<file path="src/rtl/eth_tx_arb_pkg.sv">
// eth_tx_arb_pkg: types, constants and the round-robin index helper
// shared by the TX frame arbiter and its picker.
`default_nettype none

package eth_tx_arb_pkg;

  typedef enum logic {IDLE = 1'b0, FWD = 1'b1} arb_state_t;

  localparam int FRAME_COUNT_WIDTH = 16;
  localparam int MAX_PORTS         = 8;
  localparam int IDX_W             = 3;

  // Advance a port index by one, wrapping after max_idx.
  function automatic logic [IDX_W-1:0] rr_next(input logic [IDX_W-1:0] idx,
                                               input logic [IDX_W-1:0] max_idx);
    return (idx == max_idx) ? '0 : idx + 1'b1;
  endfunction

endpackage

`default_nettype wire

</file>
<file path="src/rtl/rr_pick.sv">
// rr_pick: combinational round-robin picker; scans i_last_idx+1, +2, ...
// modulo NUM_PORTS and returns the first requesting index.
`default_nettype none

module rr_pick
  import eth_tx_arb_pkg::*;
#(
  parameter int NUM_PORTS = 2
) (
  input  logic [NUM_PORTS-1:0] i_req,
  input  logic [IDX_W-1:0]     i_last_idx,
  output logic                 o_found,
  output logic [IDX_W-1:0]     o_pick_idx
);

  logic [MAX_PORTS-1:0] w_req_ext;
  logic [IDX_W-1:0]     w_cand;

  assign w_req_ext = MAX_PORTS'(i_req);

  always_comb begin
    o_found    = 1'b0;
    o_pick_idx = '0;
    w_cand     = i_last_idx;
    for (int k = 0; k < NUM_PORTS; k++) begin
      w_cand = rr_next(w_cand, IDX_W'(NUM_PORTS - 1));
      if (!o_found && w_req_ext[w_cand]) begin
        o_found    = 1'b1;
        o_pick_idx = w_cand;
      end
    end
  end

endmodule

`default_nettype wire

</file>
<file path="src/rtl/eth_tx_frame_arbiter.sv">
// eth_tx_frame_arbiter: frame-granular round-robin mux of NUM_PORTS AXI4-Stream
// sources onto the MAC TX input. Optional counters: ETH_TX_ARB_FRAME_COUNT_EN.
`default_nettype none

module eth_tx_frame_arbiter
  import eth_tx_arb_pkg::*;
#(
  parameter int NUM_PORTS  = 2,
  parameter int DATA_WIDTH = 8
) (
  input  logic                            clock,
  input  logic                            aresetn,
  input  logic [NUM_PORTS*DATA_WIDTH-1:0] s_tdata,
  input  logic [NUM_PORTS-1:0]            s_tvalid,
  input  logic [NUM_PORTS-1:0]            s_tlast,
  output logic [NUM_PORTS-1:0]            s_tready,
  output logic [DATA_WIDTH-1:0]           m_tdata,
  output logic                            m_tvalid,
  input  logic                            m_tready,
  output logic                            m_tlast,
  output logic [NUM_PORTS-1:0]            grant,
  output logic                            busy
`ifdef ETH_TX_ARB_FRAME_COUNT_EN
  ,
  output logic [NUM_PORTS*FRAME_COUNT_WIDTH-1:0] frame_count
`endif
);

  arb_state_t           r_state;
  logic [IDX_W-1:0]     r_grant_idx;
  logic [IDX_W-1:0]     r_last_idx;
  logic [NUM_PORTS-1:0] r_grant;
  logic                 r_busy;

  logic                  w_found;
  logic [IDX_W-1:0]      w_pick_idx;
  logic                  w_fwd;
  logic [DATA_WIDTH-1:0] w_m_tdata;
  logic                  w_m_tvalid;
  logic                  w_m_tlast;
  logic [NUM_PORTS-1:0]  w_s_tready;
  logic                  w_eof;

  rr_pick #(
    .NUM_PORTS (NUM_PORTS)
  ) u_rr_pick (
    .i_req      (s_tvalid),
    .i_last_idx (r_last_idx),
    .o_found    (w_found),
    .o_pick_idx (w_pick_idx)
  );

  assign w_fwd = (r_state == FWD);

  // Forwarding path is purely combinational; everything is gated by FWD so the
  // outputs fall to zero as soon as reset forces the state back to IDLE.
  always_comb begin
    w_m_tdata  = '0;
    w_m_tvalid = 1'b0;
    w_m_tlast  = 1'b0;
    w_s_tready = '0;
    for (int i = 0; i < NUM_PORTS; i++) begin
      if (w_fwd && (r_grant_idx == IDX_W'(i))) begin
        w_m_tdata     = s_tdata[i*DATA_WIDTH +: DATA_WIDTH];
        w_m_tvalid    = s_tvalid[i];
        w_m_tlast     = s_tlast[i];
        w_s_tready[i] = m_tready;
      end
    end
  end

  assign w_eof = w_m_tvalid & m_tready & w_m_tlast;

  always_ff @(posedge clock or negedge aresetn) begin
    if (!aresetn) begin
      r_state     <= IDLE;
      r_grant_idx <= '0;
      r_last_idx  <= IDX_W'(NUM_PORTS - 1);
      r_grant     <= '0;
      r_busy      <= 1'b0;
    end else begin
      case (r_state)
        IDLE: begin
          if (w_found) begin
            r_grant_idx <= w_pick_idx;
            r_grant     <= NUM_PORTS'(1) << w_pick_idx;
            r_busy      <= 1'b1;
            r_state     <= FWD;
          end
        end
        FWD: begin
          if (w_eof) begin
            r_last_idx <= r_grant_idx;
            r_grant    <= '0;
            r_busy     <= 1'b0;
            r_state    <= IDLE;
          end
        end
        default: r_state <= IDLE;
      endcase
    end
  end

  assign m_tdata  = w_m_tdata;
  assign m_tvalid = w_m_tvalid;
  assign m_tlast  = w_m_tlast;
  assign s_tready = w_s_tready;
  assign grant    = r_grant;
  assign busy     = r_busy;

`ifdef ETH_TX_ARB_FRAME_COUNT_EN
  generate
    for (genvar g = 0; g < NUM_PORTS; g++) begin : g_frame_count
      logic [FRAME_COUNT_WIDTH-1:0] r_cnt;
      always_ff @(posedge clock or negedge aresetn) begin
        if (!aresetn) begin
          r_cnt <= '0;
        end else if (w_eof && (r_grant_idx == IDX_W'(g))) begin
          r_cnt <= r_cnt + 1'b1;
        end
      end
      assign frame_count[g*FRAME_COUNT_WIDTH +: FRAME_COUNT_WIDTH] = r_cnt;
    end
  endgenerate
`endif

endmodule

`default_nettype wire
</file>
<file path="config.mk">
export PLATFORM = sky130hd
export DESIGN_NAME = eth_tx_frame_arbiter
export DESIGN_NICKNAME = d
export VERILOG_FILES = /design/src/rtl/eth_tx_arb_pkg.sv /design/src/rtl/rr_pick.sv /design/src/rtl/eth_tx_frame_arbiter.sv
export SDC_FILE = /design/constraint.sdc
export NUM_CORES = 1
export LEC_CHECK = 0
export ABC_AREA = 1
export BUFFER_PORTS_ARGS = -buffer_cell sky130_fd_sc_hd__buf_4
export CORE_UTILIZATION = 42
export DETAILED_ROUTE_END_ITERATION = 10
export PLACE_DENSITY = 0.76
export SETUP_SLACK_MARGIN = 0.1
export SKIP_LAST_GASP = 1
export SLEW_MARGIN = 40
export SYNTH_ARGS = -nofsm -noshare
export SYNTH_HDL_FRONTEND = slang
export SYNTH_SLANG_ARGS = --single-unit
</file>
<file path="constraint.sdc">
create_clock -name clock -period 1.6 [get_ports clock]
set_input_delay 0.16 -clock clock [delete_from_list [all_inputs] [get_ports clock]]
set_output_delay 0.16 -clock clock [all_outputs]
set_load 0.05 [all_outputs]
</file>
==> flow_metrics.py <==
metrics = {
    "status": {
        "run_status": "complete, but fails checks",
        "failing_checks": "setup timing",
    },
    "critical_path": {
        "crit_path_cell_trace": "nor2_4, buf_4, buf_12, nand3_1, nand2_2, buf_8",
        "critPathLaunchType": "register",
        "critical_path.endpoint_type": "primary output",
        "number_of_cells_on_the_worst_reg_to_reg_path": 9,
        "slowest_delay_ps": 410,
        "worst-endpoint-arrival_ps": 1440,
        "worstPathMaxFanout": 6,
        "crit_slowest_cell": "dfrtp_1",
        "crit-reg2reg-launch": "r_grant_idx[2]",
        "critPathRequiredTime_ps": 1440,
        "r2r_setup_slack_ps": 110,
        "timing_worst_setup_path_type": "reg2out",
        "worst_r2r_endpoint": "r_state",
    },
    "floorplan": {
        "io-pin-count": 38,
        "core_area_um2": 1510,
        "dieArea_um2": 1790,
        "die_y_um": 42.4,
        "die-width_um": 42.4,
        "initial_core_util_pct": 45.4,
        "placement_rows": 14,
    },
    "clocking": {
        "clkLatencyLatePin_ps": 260,
        "worst_path_clk_slew_ps": 60,
        "tritoncts": "done",
        "clockBufferDepth": 2,
        "total_clock_buffers_created_by_cts": 3,
        "clock-sinks": 10,
        "ctsRootBufferMaster": "clkbuf_4",
        "clock_tree.htree_level_count": 1,
    },
    "power": {
        "seq_power_share_pct": 12.0,
        "combinational_share_of_power_pct": 81.6,
        "netSwitchingPower_uw": 1790,
        "cellLeakagePower_uw": 0.000724,
        "max-vdd-ir-drop_v": 0.00167,
        "power-per-cell-area_nw_per_um2": 2570,
        "p_sw_share_pct": 52.8,
        "p_int_uw": 1600,
        "clock_power_share_pct": 6.5,
    },
    "synthesis": {
        "mappedNetlistArea_um2": 684,
        "synth_seq_cells": 10,
        "yosysWarningCount": 0,
        "post_synthesis_sequential_area_ratio_pct": 36.7,
        "synth.distinct_cells": 18,
        "post_synth_inst_count": 98,
        "net_count_synth": 121,
        "synth.avg_cell_area_um2": 6.98,
    },
    "cells_and_area": {
        "finalCoreUtilization_pct": 87.7,
        "filler_cell_count": 76,
        "count_of_nets_after_finishing": 176,
        "area_growth_syn_to_layout_pct": 93.1,
        "layout_commonest_cell": "buf_4",
        "post_route_cells_drive_above_1_share_pct": 51.3,
        "mostFrequentLayoutCells": "buf_4, nand2_1, nand3_1, inv_1, dfrtp_1",
        "antenna-diode-count": 0,
        "final_cell_count_no_fill": 168,
    },
    "min_path": {
        "worst_hold_path_type": "in2reg",
        "hold_path_end": "r_last_idx[0]",
        "holdPathStages": 3,
        "worstHoldStart": "m_tready",
    },
    "timing": {
        "postLayoutSetupSlackWorst_ps": -1.65,
        "hold_viol": 0,
        "finalWorstPathRequiredPeriod_ps": 1600,
        "setup_violations": 1,
        "timing.final.max_slew_violations": 0,
        "finalCritPeriodShare_pct": 100,
        "finalClockSkew_ps": 2.83,
        "timing_worst_slew_pin_value_ps": 199,
        "rsz0062_at_grt": "yes",
        "max_clock_freq_ghz": 0.624,
        "timing.hold.ws_ps": 209,
        "slew_headroom_pct": 86.6,
    },
    "grt": {
        "global_route.overflow_total": 0,
        "grt_pass1_vias": 727,
        "globalRouteTotalUtil_pct": 23.2,
        "grt_antenna_before_repair": 0,
        "largest_net_degree_at_the_start_of_global_routing": 11,
        "wire_length_of_the_first_global_routing_pass_um": 3140,
    },
    "placement": {
        "place.gp.congestion": 0.819,
        "detailedPlacementHpwl_um": 1280,
        "place.detailed.instances": 150,
        "place_worst_setup_slack_ps": 227,
        "port_buffers": 37,
    },
    "detailed_routing": {
        "wl_per_cell_um": 16.6,
        "drtAntennaViolNets": 0,
        "drt_iter0_markers": 19,
        "num_vias": 931,
        "drt_wl_total_um": 2790,
        "routed_via_density": 5.54,
        "drc_errors": 0,
        "first_pass_iters": 4,
    },
    "run": {
        "number_of_maximum_capacitance_violations": 0,
    },
}
critical path, delay by kind of cell (launching register included):
kind / cells / cell delay (ps)
DFF: 1 / 410
and+or+nand+nor: 3 / 380
buffers and inverters: 3 / 380
cell usage after synthesis:
master | n | area share [%]
nand2_4 | 1 | 1.6
o21ai_0 | 3 | 2.2
nand3_2 | 1 | 1.5
nor2_1 | 4 | 2.2
dfstp_2 | 1 | 3.8
buf_6 | 2 | 3.3
nand2_1 | 31 | 17
nand3_1 | 22 | 16
buf_2 | 1 | 0.73
nand4_1 | 1 | 0.91
nor4_1 | 1 | 0.91
dfrtp_1 | 9 | 33
nand3_4 | 2 | 5.1
inv_1 | 13 | 7.1
nand2_2 | 1 | 0.91
inv_2 | 2 | 1.1
o21ai_1 | 1 | 0.73
nor2_2 | 2 | 1.8
power by group through the flow:
stage	sequential, uW	clock (uW)	combinational, uW
floorplan	487	0	1330
global placement	397	0	1890
detailed placement	402	0	1910
CTS	401	230	2400
global route	414	239	2880
finish	406	221	2770
logic make-up (layout without fill, tap and decap cells):
| kind of cell | after synthesis | count (layout) | share of synthesized area [%] |
|---|---|---|---|
| AO/OA/AOI/OAI | 4 | 4 | 2.92 |
| buffers and inverters | 18 | 71 | 12.2 |
| flip-flops | 10 | 10 | 36.7 |
| AND/OR/NAND/NOR | 66 | 67 | 48.1 |
final cells by class:
class | instances | area, um^2 | area share [%]
Clock buffer | 4 | 36.3 | 2.75
Tap cell | 16 | 20.0 | 1.52
Inverter | 15 | 56.3 | 4.26
Timing Repair Buffer | 52 | 527 | 39.9
Sequential cell | 10 | 251 | 19.0
Multi-Input combinational cell | 71 | 430 | 32.6
flip-flops by register name, indices dropped and copies added (netlist names):
name,flops
r_last_idx,3
r_state,1
r_grant_idx,3
grant,2
busy,1
what timing repair did:
| item | CTS | global route |
|---|---|---|
| setup buffers | 7 | 2 |
| endpoints found under the setup margin | 11 | 16 |
| hold buffers | 1 | 0 |
| endpoints found under the hold margin | 10 | 0 |
| resized for setup | 17 | 16 |
| pin swaps | 4 | 10 |
| gates cloned | 2 | 2 |
metal layers:
| layer | GRT usage, % | share of wire [%] |
|---|---|---|
| met1 | 27.2 | 40 |
| met2 | 42.2 | 51 |
| met3 | 3.02 | 5.0 |
| met4 | 9.38 | 3.6 |
| met5 | 0 | 0 |
per-stage QoR:
stage | total power, uW | cell area [um^2] | setup TNS, ps
2_1_floorplan | 1820 | 698 | 0
3_3_place_gp | 2290 | 996 | 0
3_5_place_dp | 2310 | 996 | 0
4_1_cts | 3030 | 1210 | 0
5_1_grt | 3530 | 1320 | -219
6_report | 3400 | 1320 | -1.65
worst max-delay path by stage:
stage                               from           to  slack, ps  depth (start not counted)
after floorplan           r_grant_idx[2]  s_tready[1]         60                          1
after global placement           r_state   m_tdata[5]        260                          6
after detailed placement         r_state   m_tdata[5]        230                          6
after CTS                 r_grant_idx[1]     m_tvalid         60                          6
after global routing      r_grant_idx[2]     m_tvalid        -50                          6
final                     r_grant_idx[2]     m_tvalid         -2                          6
Note: power is estimated with default switching activity, not from simulation.
